$ cat src/rtl/recv_protocol.sv
// ---------------------------------------------------------------------------
// recv_protocol
//   Serial receive stage that sits directly behind the TX protocol unit.
//   It hunts S_Data for the start sequence 0,1,1,1,1,1, then shifts in one
//   sz_DATA-bit frame MSB first and presents it in parallel on RX_Data with a
//   valid/ack handshake toward the router core.  A frame that completes while
//   the previous one is still unacknowledged raises the sticky overrun flag.
//
// Parameters
//   sz_DATA  frame payload width in bits (default 55)
//   sz_ONES  consecutive 1s required after an armed 0 (default 5)
//
// Ports
//   clk       in   system clock, rising edge
//   rst_n     in   asynchronous active-low reset
//   S_Data    in   serial line from the transmitter
//   rx_ack    in   consumer acknowledge, clears rx_valid
//   RX_Data   out  last complete frame, bit sz_DATA-1 = first bit received
//   rx_valid  out  RX_Data holds an unacknowledged frame
//   rx_busy   out  receiver is inside a start sequence or a payload
//   overrun   out  sticky: a frame completed while rx_valid was still high
//
// Build option
//   RECV_SYNC_IN_EN  when defined, S_Data passes through a 2-flop
//                    synchroniser (reset to 0) before the hunt/shift logic;
//                    every latency grows by two cycles.
// ---------------------------------------------------------------------------
module recv_protocol #(
    parameter int sz_DATA = 55,
    parameter int sz_ONES = 5
) (
    input  logic               clk,
    input  logic               rst_n,
    input  logic               S_Data,
    input  logic               rx_ack,
    output logic [sz_DATA-1:0] RX_Data,
    output logic               rx_valid,
    output logic               rx_busy,
    output logic               overrun
);

    localparam int ONES_W = $clog2(sz_ONES + 1);
    localparam int BITS_W = $clog2(sz_DATA + 1);
    localparam logic [ONES_W-1:0] ONES_LAST = ONES_W'(sz_ONES);
    localparam logic [BITS_W-1:0] BITS_FULL = BITS_W'(sz_DATA);

    typedef enum logic [1:0] {
        HUNT = 2'd0,
        SEQ  = 2'd1,
        DATA = 2'd2
    } state_t;

    state_t              state;
    state_t              state_nxt;
    logic                armed;
    logic                armed_nxt;
    logic [ONES_W-1:0]   ones_cnt;
    logic [ONES_W-1:0]   ones_nxt;
    logic [BITS_W-1:0]   bit_cnt;
    logic [BITS_W-1:0]   bit_nxt;
    // Only sz_DATA-1 bits are stored: the last payload bit is taken straight
    // from the line on the completion edge, so it never needs a flop here.
    logic [sz_DATA-2:0]  shift_reg;
    logic [sz_DATA-2:0]  shift_nxt;
    logic [sz_DATA-1:0]  frame_word;
    logic                frame_done;
    logic                s_in;

`ifdef RECV_SYNC_IN_EN
    logic s_data_p0;
    logic s_data_p1;

    // Input synchroniser boundary
    always_ff @(posedge clk or negedge rst_n) begin
        if (!rst_n) begin
            s_data_p0 <= 1'b0;
            s_data_p1 <= 1'b0;
        end else begin
            s_data_p0 <= S_Data;
            s_data_p1 <= s_data_p0;
        end
    end

    assign s_in = s_data_p1;
`else
    assign s_in = S_Data;
`endif

    assign frame_word = {shift_reg, s_in};

    // State register (together with the counters that travel with it)
    always_ff @(posedge clk or negedge rst_n) begin
        if (!rst_n) begin
            state     <= HUNT;
            armed     <= 1'b0;
            ones_cnt  <= '0;
            bit_cnt   <= '0;
            shift_reg <= '0;
        end else begin
            state     <= state_nxt;
            armed     <= armed_nxt;
            ones_cnt  <= ones_nxt;
            bit_cnt   <= bit_nxt;
            shift_reg <= shift_nxt;
        end
    end

    // Next-state logic
    always_comb begin
        state_nxt  = state;
        armed_nxt  = armed;
        ones_nxt   = ones_cnt;
        bit_nxt    = bit_cnt;
        shift_nxt  = shift_reg;
        frame_done = 1'b0;

        case (state)
            HUNT: begin
                if (!s_in) begin
                    armed_nxt = 1'b1;
                    ones_nxt  = '0;
                end else if (armed) begin
                    ones_nxt  = ONES_W'(1);
                    state_nxt = SEQ;
                end
            end

            SEQ: begin
                if (s_in) begin
                    ones_nxt = ones_cnt + ONES_W'(1);
                    if (ones_nxt == ONES_LAST) begin
                        bit_nxt   = BITS_FULL;
                        state_nxt = DATA;
                    end
                end else begin
                    // This zero re-arms, so it can start the next attempt.
                    armed_nxt = 1'b1;
                    ones_nxt  = '0;
                    state_nxt = HUNT;
                end
            end

            DATA: begin
                shift_nxt = frame_word[sz_DATA-2:0];
                bit_nxt   = bit_cnt - BITS_W'(1);
                if (bit_cnt == BITS_W'(1)) begin
                    // A fresh 0 is required before the next start sequence.
                    frame_done = 1'b1;
                    armed_nxt  = 1'b0;
                    ones_nxt   = '0;
                    state_nxt  = HUNT;
                end
            end

            default: begin
                armed_nxt = 1'b0;
                ones_nxt  = '0;
                bit_nxt   = '0;
                state_nxt = HUNT;
            end
        endcase
    end

    // Output logic
    always_comb begin
        rx_busy = 1'b0;
        if ((state == SEQ) || (state == DATA)) begin
            rx_busy = 1'b1;
        end
    end

    // Handshake toward the router core.  A completion coinciding with an
    // ack is treated as the consumer having taken the old frame in time.
    always_ff @(posedge clk or negedge rst_n) begin
        if (!rst_n) begin
            RX_Data  <= '0;
            rx_valid <= 1'b0;
            overrun  <= 1'b0;
        end else if (frame_done) begin
            RX_Data  <= frame_word;
            rx_valid <= 1'b1;
            if (rx_valid && !rx_ack) begin
                overrun <= 1'b1;
            end
        end else if (rx_ack) begin
            rx_valid <= 1'b0;
        end
    end

endmodule

$ cat config.mk
export PLATFORM = sky130hd
export DESIGN_NAME = recv_protocol
export DESIGN_NICKNAME = d
export VERILOG_FILES = /design/src/rtl/recv_protocol.sv
export SDC_FILE = /design/constraint.sdc
export NUM_CORES = 1
export LEC_CHECK = 0
export ABC_CLOCK_PERIOD_IN_PS = 4000
export BUFFER_PORTS_ARGS = -buffer_cell sky130_fd_sc_hd__buf_2
export CORE_ASPECT_RATIO = 0.5
export CORE_UTILIZATION = 61
export CTS_CLUSTER_DIAMETER = 120
export DETAILED_ROUTE_END_ITERATION = 8
export PLACE_DENSITY_LB_ADDON = 0.15
export SLEW_MARGIN = 20
export SYNTH_ARGS = -nofsm -noshare
export SYNTH_HDL_FRONTEND = slang
export SYNTH_SLANG_ARGS = --single-unit
export TNS_END_PERCENT = 1
$ cat constraint.sdc
create_clock -name clk -period 4 [get_ports clk]
set_clock_uncertainty 0.2 [all_clocks]
set_input_delay 0.2 -clock clk [delete_from_list [all_inputs] [get_ports clk]]
set_output_delay 0.2 -clock clk [all_outputs]
set_load 0.01 [all_outputs]
=== Word-level counts from Yosys, hierarchy flattened ===
Index checks and enable logic that the tools add are counted.

* Add/subtract/negate cells: 2
* Equal/unequal tests: 12
* Multiplexer cells: 22
* Bitwise gates (word level): 1
* Reductions and logical operators: 11

{| class="wikitable"
|+ Operators with widths
! kind !! count
|-
| case mux 6 bit (3 select lines) || 1
|-
| 2-to-1 mux 3 bit || 4
|-
| 2-to-1 mux 6 bit || 2
|-
| != test 2 bit, second input constant || 6
|-
| 2-to-1 mux 2 bit || 5
|-
| case mux 3 bit (3 select lines) || 1
|-
| 2-to-1 mux 1 bit || 7
|-
| equality test 6 x 1 -> 1 bit, second input constant || 1
|-
| != test 3 bit, second input constant || 2
|-
| case mux 2 bit (3 select lines) || 1
|-
| AND reduction 2 bit || 3
|-
| subtractor 6 x 1 -> 6 bit, second input constant || 1
|-
| AND reduction 4 bit || 1
|-
| adder 3 x 1 -> 3 bit, second input constant || 1
|-
| equality test 3 bit, second input constant || 1
|-
| AND reduction 3 bit || 1
|-
| equality test 2 x 1 -> 1 bit, second input constant || 1
|-
| equality test 2 bit, second input constant || 1
|-
| logical NOT 2 bit || 1
|-
| case mux 1 bit (2 select lines) || 1
|-
| nonzero test 2 bit || 1
|-
| OR reduction 2 bit || 1
|-
| logical AND 1 bit || 1
|-
| logical NOT 1 bit || 1
|-
| other kinds (2) || 2
|}

* Bits in registers: 123
* Word-level logic and storage cells: 56

=== Longest topological paths before layout ===
* Depth in word-level cells: 5
* Gate-level depth with buffers: 8
* Mapped depth without buffers: 6

=== Least setup slack after synthesis ===
OpenSTA, ideal clock, no wires.

* Kind: register to register
* Start: register state[0]
* End: register RX_Data[26]
* Setup time: 0.125 ns
* Arrival time: 1.889 ns
* Required time: 3.675 ns
* Slack: 1.786 ns
* Stages on the path, launching flop included: 9
* Buffers on the path: 3
* Path through: dfrtp_1 -> inv_1 -> ha_1 -> clkbuf_1 -> nor2b_1 -> nand3_1 -> clkbuf_1 -> buf_2 -> mux2_2

* Longest elaborated chain between the ends: 2

{| class="wikitable"
|+ Ends and longest elaborated chain
! what !! line !! source
|-
| from (decl) || 53 || <nowiki>state_t state;</nowiki>
|-
| from (signal assigned) || 100 || <nowiki>state <= state_nxt;</nowiki>
|-
| equality test 2 bit || 117 || <nowiki>case (state)</nowiki>
|-
| 2-to-1 mux 1 bit || 117 ||
|-
| to (signal assigned) || 180 || <nowiki>RX_Data <= frame_word;</nowiki>
|-
| to (decl) || 36 || <nowiki>output logic [sz_DATA-1:0] RX_Data,</nowiki>
|}

No other way between the ends.
A chain may end at the register's enable or synchronous reset.

=== Final worst setup path ===
* Start: register state[0]
* End: register RX_Data[31]

The elaborated chain is that of the path after synthesis.

==> impl_metrics.csv <==
group,metric,value,unit
status,status,"finished, final reports clean",
timing,rsz0062_at_grt,"no",
floorplanning,rows,22,
floorplanning,die_w,128.4,um
synth,yosysWarnings,0,
routing,first_iter_violations,188,
layout,fin_nets,411,
clocking,cts_resized,0,
layout,final_cell_mix,"dfrtp_1, mux2_2, buf_2",
timing,tightest_slew,0.8307,ns
run,maxCapViolCount,0,
timing,hold_viol,0,
routing,wirelength,8982,um
layout,fin_util,78.85,%
layout,multiInputGateArea,1703,um2
clocking,clk_latency,0.40,ns
layout,fillerInstances,427,
hold_path,holdCritPathClass,"in2async",
routing,post_drt_wl_per_cell,17.24,um
synth,ys_seq_area_share,63.14,%
timing,fmax,0.3602,GHz
floorplanning,core-area,7542,um2
layout,drive_gt1_share,50.61,%
worst_setup_path,worstPathArrival,2.86,ns
timing,slew_headroom,44.62,%
routing,via_count,2889,
grt,grt_max_degree,67,
worst_setup_path,slowest_stage,"nand3_2",
layout,diodes,0,
synth,syn_inst,329,
worst_setup_path,path_buf_inv,2,
floorplanning,initial_core_util,64.63,%
grt,antenna_found_initial,0,
grt,grt_pass1_wl,15170,um
worst_setup_path,crit_type,"reg2reg",
clocking,clkSinkCount,123,
layout,area_growth,22.00,%
synth,ys_types,34,
floorplanning,io_pins,62,
worst_setup_path,critPathTopFamily,"simple AND/OR/NAND/NOR gates",
layout,largest_register_ffs,55,
grt,grt_use_total,24.41,%
worst_setup_path,cp.required,4.08,ns
floorplanning,die_area,8374,um2
grt,grt_overflow,0,
clocking,cts_tree,"built",
grt,grt_pass1_vias,3015,
worst_setup_path,cp-end-kind,"register",
synth,syn_nets,340,
clocking,numCtsBuffers,17,
worst_setup_path,cp-start-kind,"register",
clocking,cts_buffer_depth,2,
place,place_congestion,0.8570,
timing,min_period,2.776,ns
place,port_buffers,61,
routing,via_per_inst,5.545,
routing,drt_pre_antenna_iters,5,
synth,netlist_area,4875,um2
timing,period_share,69.40,%
power,power.density,554.3,nW/um2
place,hpwl,5347,um
clocking,cts_max_level,4,
timing,fin_tns_setup,0,ns
synth,synth-seq-cells,123,
power,p_leak,3.190,nW
routing,ant_nets,0,
timing,drv_slew,0,
clocking,cts_root_buf,"clkbuf_16",
synth,syn_area_per_cell,14.82,um2
timing,finalSetupViolCount,0,
routing,drc_errors,0,
power,ir_worst_vdd,323.0,uV
worst_setup_path,max_stage_delay,0.69,ns
clocking,clk_pin_slew,0.05,ns
worst_setup_path,critical_path_peak_fanout,32,
worst_setup_path,path_cells,"inv_1, ha_2, nor2b_1, nand3_2, buf_4, mux2_2",
layout,layout_commonest_cell,"dfrtp_1",
layout,ff_latch_area,3078,um2
floorplanning,die_y,65.21,um
## cell type report
type	count	area share [%]
Clock inverter	12	3.303
Sequential cell	123	51.76
Inverter	8	0.5049
Timing Repair Buffer	68	6.186
Clock buffer	20	7.343
Multi-Input combinational cell	182	28.63
Tap cell	108	2.272
## worst reg2reg max path, stage by stage (launching register included)
cell	delay (ns)
dfrtp_1	0.37
inv_1	0.11
ha_2	0.18
nor2b_1	0.25
nand3_2	0.69
buf_4	0.54
mux2_2	0.33
## report_power, final
group	internal [mW]	total (mW)	leakage, nW	switching (mW)
clock network	1.10	1.64	0.300	0.533
logic	0.126	0.330	1.18	0.205
registers	1.29	1.33	1.71	0.0405
total	2.52	3.30	3.19	0.779
## routing by layer
metal,up-vias,wire (um),track usage [%]
li1,1306,-,-
met1,1492,3900,30.81
met2,72,4592,40.81
met3,19,348,6.026
met4,0,141,10.74
met5,-,0,0
## metrics by stage
step	hold WS [ns]	total power [mW]	cells	worst slack (ns)	cell area, um2
after floorplan	-0.2956	1.568	329	1.786	4875
after detailed placement	0.1482	1.675	486	1.246	5284
final	0.2465	3.297	521	1.224	5947
after global placement	0.1269	1.644	486	1.340	5284
after CTS	0.2743	3.316	521	1.217	5947
after global routing	0.3082	3.426	521	1.034	5947
## timing repair
action	CTS	global route
hold buffers	3	0
buffers inserted	0	0
endpoints found under the hold margin	69	0
## synthesized netlist by cell type (all sizes together)
master / n / area (um2)
and3: 1 / 6.260
nor3b: 2 / 15.01
a21oi: 7 / 35.03
a41oi: 1 / 8.760
a22o: 1 / 8.760
a32o: 2 / 20.02
o21a: 1 / 7.510
nand2b: 3 / 18.77
a21o: 2 / 16.27
clkbuf: 11 / 41.29
or3: 1 / 6.260
o21bai: 1 / 7.510
ha: 7 / 87.58
nand4: 1 / 6.260
or2: 1 / 6.260
nor3: 4 / 20.02
a211o: 1 / 10.01
o32a: 1 / 11.26
a31oi: 1 / 6.260
dfrtp: 123 / 3078
xor2: 1 / 8.760
o21ai: 12 / 60.06
o211ai: 1 / 7.510
inv: 8 / 30.03
or4b: 1 / 10.01
nor2b: 3 / 18.77
buf: 5 / 30.02
nand3: 1 / 5.000
nand2: 8 / 30.03
mux2: 109 / 1227
nor2: 8 / 30.03
## final timing paths
path / from / endpoint / slack (ns) / cells after the start
min in group clk: overrun / overrun / 0.29 / 1
max: state[0] / RX_Data[31] / 1.22 / 6
max reg2reg: state[0] / RX_Data[31] / 1.22 / 6
min: rst_n / RX_Data[11] / 0.25 / 2
min reg2reg: overrun / overrun / 0.29 / 1
max in group asynchronous: rst_n / shift_reg[45] / 2.44 / 3
## cell families (layout without fill, tap and decap cells)
logic type | Yosys count | count (layout) | synth area share (%)
AND/OR/NAND/NOR | 34 | 34 | 3.542
AO/OA/AOI/OAI | 31 | 31 | 4.082
multiplexers | 109 | 109 | 25.18
buffers and inverters | 24 | 108 | 2.079
adder cells (fa/ha/maj) | 7 | 7 | 1.797
XOR/XNOR | 1 | 1 | 0.1797
flip-flops | 123 | 123 | 63.14
Note: power is estimated with default switching activity, not from simulation.
